**src/rtl/pipelining_core_pkg.sv**
```systemverilog
// Shared constants for the three-stage arithmetic pipeline.
package pipelining_core_pkg;

  // Default datapath width used when the top is instantiated without overrides.
  localparam int DEFAULT_WIDTH = 10;

endpackage

```
**src/rtl/pipelining_core_pipe_reg.sv**
```systemverilog
// Generic pipeline register: clears to zero on async reset, loads d on clk rise.
module pipe_reg #(
  parameter int W = 1
) (
  input  logic         clk,
  input  logic         rst,
  input  logic [W-1:0] d,
  output logic [W-1:0] q
);

  // Capture the stage input each cycle; reset clears immediately, independent of clk.
  always_ff @(posedge clk or posedge rst) begin
    if (rst) q <= '0;
    else     q <= d;
  end

endmodule

```
**src/rtl/pipelining_core.sv**
```systemverilog
// Three-stage pipeline computing f = ((a+b) + (c-d)) * d modulo 2^N.
// All arithmetic is unsigned and truncated to N bits at every stage.
// d is carried alongside the partial sums so that each stage works on one sample.
module pipelining_core
  import pipelining_core_pkg::*;
#(
  parameter int N = DEFAULT_WIDTH
) (
  input  logic         clk,
  input  logic         rst,
  input  logic [N-1:0] a,
  input  logic [N-1:0] b,
  input  logic [N-1:0] c,
  input  logic [N-1:0] d,
  output logic [N-1:0] f
);

  logic [N-1:0] sum_ab;
  logic [N-1:0] diff_cd;
  logic [N-1:0] x1;
  logic [N-1:0] x2;
  logic [N-1:0] d1;
  logic [N-1:0] sum_x;
  logic [N-1:0] x3;
  logic [N-1:0] d2;
  logic [N-1:0] prod;

  // Stage 1 logic: carry dropped on the sum, difference wraps when c < d.
  always_comb begin
    sum_ab  = a + b;
    diff_cd = c - d;
  end

  pipe_reg #(.W(N)) u_x1 (.clk(clk), .rst(rst), .d(sum_ab),  .q(x1));
  pipe_reg #(.W(N)) u_x2 (.clk(clk), .rst(rst), .d(diff_cd), .q(x2));
  pipe_reg #(.W(N)) u_d1 (.clk(clk), .rst(rst), .d(d),       .q(d1));

  // Stage 2 logic: combine the two partial results of the same sample.
  always_comb begin
    sum_x = x1 + x2;
  end

  pipe_reg #(.W(N)) u_x3 (.clk(clk), .rst(rst), .d(sum_x), .q(x3));
  pipe_reg #(.W(N)) u_d2 (.clk(clk), .rst(rst), .d(d1),    .q(d2));

  // Stage 3 logic: only the low N bits of the product are kept.
  always_comb begin
    prod = x3 * d2;
  end

  pipe_reg #(.W(N)) u_f (.clk(clk), .rst(rst), .d(prod), .q(f));

endmodule

```
**config.mk**
```make
export PLATFORM = sky130hd
export DESIGN_NAME = pipelining_core
export DESIGN_NICKNAME = d
export VERILOG_FILES = /design/src/rtl/pipelining_core_pkg.sv /design/src/rtl/pipelining_core_pipe_reg.sv /design/src/rtl/pipelining_core.sv
export SDC_FILE = /design/constraint.sdc
export NUM_CORES = 1
export LEC_CHECK = 0
export BUFFER_PORTS_ARGS = -buffer_cell sky130_fd_sc_hd__buf_2
export CAP_MARGIN = 20
export CORE_MARGIN = 2
export CORE_UTILIZATION = 45
export DETAILED_ROUTE_END_ITERATION = 12
export PLACE_DENSITY = 0.65
export SLEW_MARGIN = 15
export SYNTH_ARGS = -nofsm -noshare
export SYNTH_HDL_FRONTEND = slang
export SYNTH_SLANG_ARGS = --single-unit
```
**constraint.sdc**
```tcl
create_clock -name clk -period 5.52 [get_ports clk]
set_clock_uncertainty 0.2 [all_clocks]
set_input_delay 1.104 -clock clk [delete_from_list [all_inputs] [get_ports clk]]
set_output_delay 1.104 -clock clk [all_outputs]
set_load 0.1 [all_outputs]
```
After elaboration in Yosys (flattened, before gate mapping)

Cells that the tools add are included.

Register bits after elaboration: 60
Bits of input ports: 42
Output and inout port bits: 10
Word-level logic and storage cells: 10

Add/sub/neg operators: 3
Multiply operators: 1

Operators with widths:

| operator         | number |
|---|---|
| $add A10 B10 Y10 | 2 |
| $mul A10 B10 Y10 | 1 |
| $sub A10 B10 Y10 | 1 |

Depth between registers and ports, before layout

Depth after elaboration: 1
Gate-level depth with buffers: 17
Depth with buffers taken out: 16

Cells and area by module

From an unflattened synthesis, not the netlist that was laid out.

Cells, all modules: 399
Area, all modules: 4126.5 um2

By module, submodules not included:

| module          | instances | cells each | area each (um2) | seq. area each (um2) |
|---|---|---|---|---|
| pipelining_core | 1         | 333        | 2602.5          | 0.0 |
| pipe_reg        | 6         | 11         | 254.0           | 250.2 |

Worst setup path after synthesis

OpenSTA, ideal clock, no wires.

Path kind: flip-flop to flip-flop
Start: register u_d2.q[3]
End: register u_f.q[9]
Arrival time: 3.945 ns
Setup slack: 1.241 ns
Cell stages (with the launch flop): 17
Buffers on the path: 0
Clock period less this slack: 4.279 ns
Cell sequence: dfrtp_1 nand2_1 fa_1 inv_1 fa_1 inv_1 fa_1 inv_1 fa_1 inv_1 fa_1 xor2_1 xnor2_1 xnor2_1 xnor2_1 xnor2_1 xnor2_1

Longest elaborated chain between the ends: 1

Ends and longest elaborated chain:

| element                | line                           | source |
|---|---|---|
| from (decl)            | pipelining_core_pipe_reg.sv:8  | `output logic [W-1:0] q` |
| from (signal assigned) | pipelining_core_pipe_reg.sv:13 | `if (rst) q <= '0;` |
| from (signal assigned) | pipelining_core_pipe_reg.sv:14 | `else q <= d;` |
| $mul A10 B10 Y10       | pipelining_core.sv:48          | `prod = x3 * d2;` |
| net prod[9]            | pipelining_core.sv:26          | `logic [N-1:0] prod;` |
| to (signal assigned)   | pipelining_core_pipe_reg.sv:13 |  |
| to (signal assigned)   | pipelining_core_pipe_reg.sv:14 |  |
| to (decl)              | pipelining_core_pipe_reg.sv:8  |  |

The timed path passes the listed nets, and every way through them passes these cells.

Worst setup path in the final report

Same ends and word-level chain as after synthesis.

==> qor.tcl <==
set qor(outcome) {finished, final reports clean}
set qor(post_cts_resized) 0
set qor(core.rowCount) 34
set qor(cts_buffers) 9
set qor(rr_endpoint) {u_f.q[9]$_DFF_PP0_}
set qor(hold_violations_final) 0
set qor(vias) 2717
set qor(drt-initial-drc-count) 33
set qor(max_clock_freq_ghz) 0.2222
set qor(route.final.wire_length_mm) 7.076
set qor(initial_antenna_violation_count) 0
set qor(cp.required_ps) 5530
set qor(route.detailed.drc) 0
set qor(num_antenna_cells) 0
set qor(grt_setup_unrepaired) {false}
set qor(ff2ff_setup_slack_ps) 1020
set qor(synth-seq-cells) 60
set qor(netlist_area_mm2) 0.004061
set qor(quantity_of_hold_fixing_buffers_added_after_cts) 0
set qor(worstRegToRegCells) 14
set qor(final_util_pct) 52.98
set qor(post_synth.cell_area_avg_um2) 10.52
set qor(ant_nets) 0
set qor(clock-sinks) 60
set qor(hpwl_mm) 5.702
set qor(holdCritPathClass) {reg2reg}
set qor(ys.flop_type) {sky130_fd_sc_hd__dfrtp_1}
set qor(whs_path_depth) 0
set qor(yosys.area.top_type_share_pct) 36.97
set qor(first_global_vias) 2919
set qor(multiInputGateArea_mm2) 0.002331
set qor(drive_gt1_share_pct) 18.10
set qor(via_per_inst) 4.843
set qor(worstSetupStartpointType) {register}
set qor(top_post_synthesis_cells_by_area) {sky130_fd_sc_hd__dfrtp_1 37%, sky130_fd_sc_hd__ha_1 16%, sky130_fd_sc_hd__fa_1 12%}
set qor(insertion_delay_ps) 330
set qor(chipHeight_um) 99
set qor(fin_crit_sh_pct) 81.53
set qor(post-route-min-period_ps) 4501
set qor(timing.rr.start) {u_d2.q[3]$_DFF_PP0_}
set qor(critical_path.max_fanout) 7
set qor(timing_worst_setup_path_type) {reg2reg}
set qor(cts_buffer_depth) 2
set qor(endpoint_kind) {register}
set qor(io-pin-count) 52
set qor(htree_num_levels) 3
set qor(post_cts.repair.setup_buffers) 0
set qor(tritoncts) {built}
set qor(hold_path_end) {u_d2.q[4]$_DFF_PP0_}
set qor(grt_start_max_net_pins) 61
set qor(startpoint) {u_d2.q[3]$_DFF_PP0_}
set qor(fp.dieArea_mm2) 0.009801
set qor(area_growth_pct) 13.77
set qor(firstDrtPassIters) 4
set qor(syn_nets) 504
set qor(holdWs_ps) 142.5
set qor(synth_top_area_cell) {sky130_fd_sc_hd__dfrtp_1}
set qor(timing_worst_slew_pin_value_ps) 723.4
set qor(final.setup.tns_ps) 0
set qor(grt_pass1_wl_mm) 12.67
set qor(synthCells) 386
set qor(synthDistinctLibCells) 32
set qor(number_of_synthesized_flops_with_an_enable_pin) 0
set qor(cts_root_buf) {sky130_fd_sc_hd__clkbuf_8}
set qor(drv_cap) 0
set qor(synth-async-reset-ratio_pct) 100.0
set qor(cts.clk_slew.worst_paths_ps) 80
set qor(fillerInstances) 785
set qor(routabilityCongestion) 0.8401
set qor(worst-endpoint-arrival_ps) 4510
set qor(ys_warn_count) 0
set qor(finalNetCount) 566
set qor(buffer_ports.inserted) 51
set qor(start_util_pct) 46.57
set qor(setup_viol_count_final) 0
set qor(grt_util_all_layers_pct) 16.36
set qor(grt.overflow.total) 0
set qor(design.core.area_mm2) 0.008721
set qor(routed_wire_per_std_cell_um) 12.61
set qor(min_from) {u_d1.q[4]$_DFF_PP0_}
set qor(seq_area_mm2) 0.001501
set qor(die-width_um) 99
set qor(synth_sequential_area_ratio_pct) 36.97
set qor(maxSlewHeadroom_pct) 51.77
set qor(final_max_slew_viol_count) 0
## metrics by stage
step	std cells	setup WS, ps	area [um^2]
floorplan	386	1241	4061
CTS	561	1026	4621
detailed placement	545	1018	4452
global placement	545	1134	4452
global route	561	750.8	4621
finish	561	1019	4621
## cell type report
cell class | instances | area share (%)
clock buffer | 10 | 2.762
clock inverter | 6 | 0.8936
inverter | 59 | 4.793
multi-input combinational | 266 | 50.45
sequential | 60 | 32.49
tap | 108 | 2.924
timing repair buffer | 52 | 5.686
## worst max-delay path: stages, from the launching register on
cell and delay [ps]:
sky130_fd_sc_hd__dfrtp_1 450, sky130_fd_sc_hd__nand2_1 130, sky130_fd_sc_hd__fa_1 540, sky130_fd_sc_hd__inv_1 50, sky130_fd_sc_hd__fa_1 510, sky130_fd_sc_hd__inv_1 50
sky130_fd_sc_hd__fa_1 470, sky130_fd_sc_hd__inv_1 60, sky130_fd_sc_hd__fa_1 530, sky130_fd_sc_hd__inv_1 50, sky130_fd_sc_hd__fa_1 520, sky130_fd_sc_hd__inv_1 40
sky130_fd_sc_hd__ha_1 200, sky130_fd_sc_hd__o41ai_1 430, sky130_fd_sc_hd__xnor2_1 140
## logic make-up (layout without fill, tap and decap cells)
group / after synthesis / count (layout) / synth area share (%)
and+or+nand+nor: 96 / 96 / 11.55
adders and majority gates: 76 / 76 / 28.03
DFF: 60 / 60 / 36.97
buffers and inverters: 60 / 127 / 5.638
AOI/OAI and AO/OA: 48 / 48 / 7.702
xor gates and xnor gates: 46 / 46 / 10.10
## Yosys cell counts, drive strengths merged (3+ instances only)
cell / n
o31ai: 3
a21o: 3
nor2: 16
ha: 51
nor2b: 7
nand2b: 5
nand2: 41
o21ai: 15
or2: 3
fa: 25
and2: 19
a21oi: 16
xor2: 15
xnor2: 31
a21boi: 4
inv: 59
dfrtp: 60
## sequential cells by signal (all words and copies together) (netlist names)
signal,flops
u_d2.q,10
u_d1.q,10
u_x2.q,10
u_x1.q,10
u_x3.q,10
u_f.q,10
## metal layers
layer	global-route usage (%)	part of all wire [%]
met1	18.58	42
met2	30.09	53
met3	3.617	3.3
met4	5.690	1.3
met5	0	0
## how the worst max path moves through the flow
| stage | end | depth (start not counted) |
|---|---|---|
| global route | u_f.q[9]$_DFF_PP0_ | 16 |
| global placement | u_f.q[9]$_DFF_PP0_ | 16 |
| finish | u_f.q[9]$_DFF_PP0_ | 14 |
| detailed placement | u_f.q[9]$_DFF_PP0_ | 14 |
| floorplan | u_f.q[9]$_DFF_PP0_ | 16 |
| CTS | u_f.q[9]$_DFF_PP0_ | 14 |
## cell usage in the layout (no fill, tap or decap), types with 15 or more instances in the layout
cell type	count
sky130_fd_sc_hd__dfrtp_1	60
sky130_fd_sc_hd__inv_1	58
sky130_fd_sc_hd__ha_1	51
sky130_fd_sc_hd__buf_2	51
sky130_fd_sc_hd__nand2_1	38
sky130_fd_sc_hd__xnor2_1	30
sky130_fd_sc_hd__fa_1	25
sky130_fd_sc_hd__nor2_1	16
sky130_fd_sc_hd__and2_1	15
sky130_fd_sc_hd__xor2_1	15
sky130_fd_sc_hd__a21oi_1	15
Power is not shown: default switching activity piles up to over one toggle a cycle in this logic, so the estimate is an artifact.
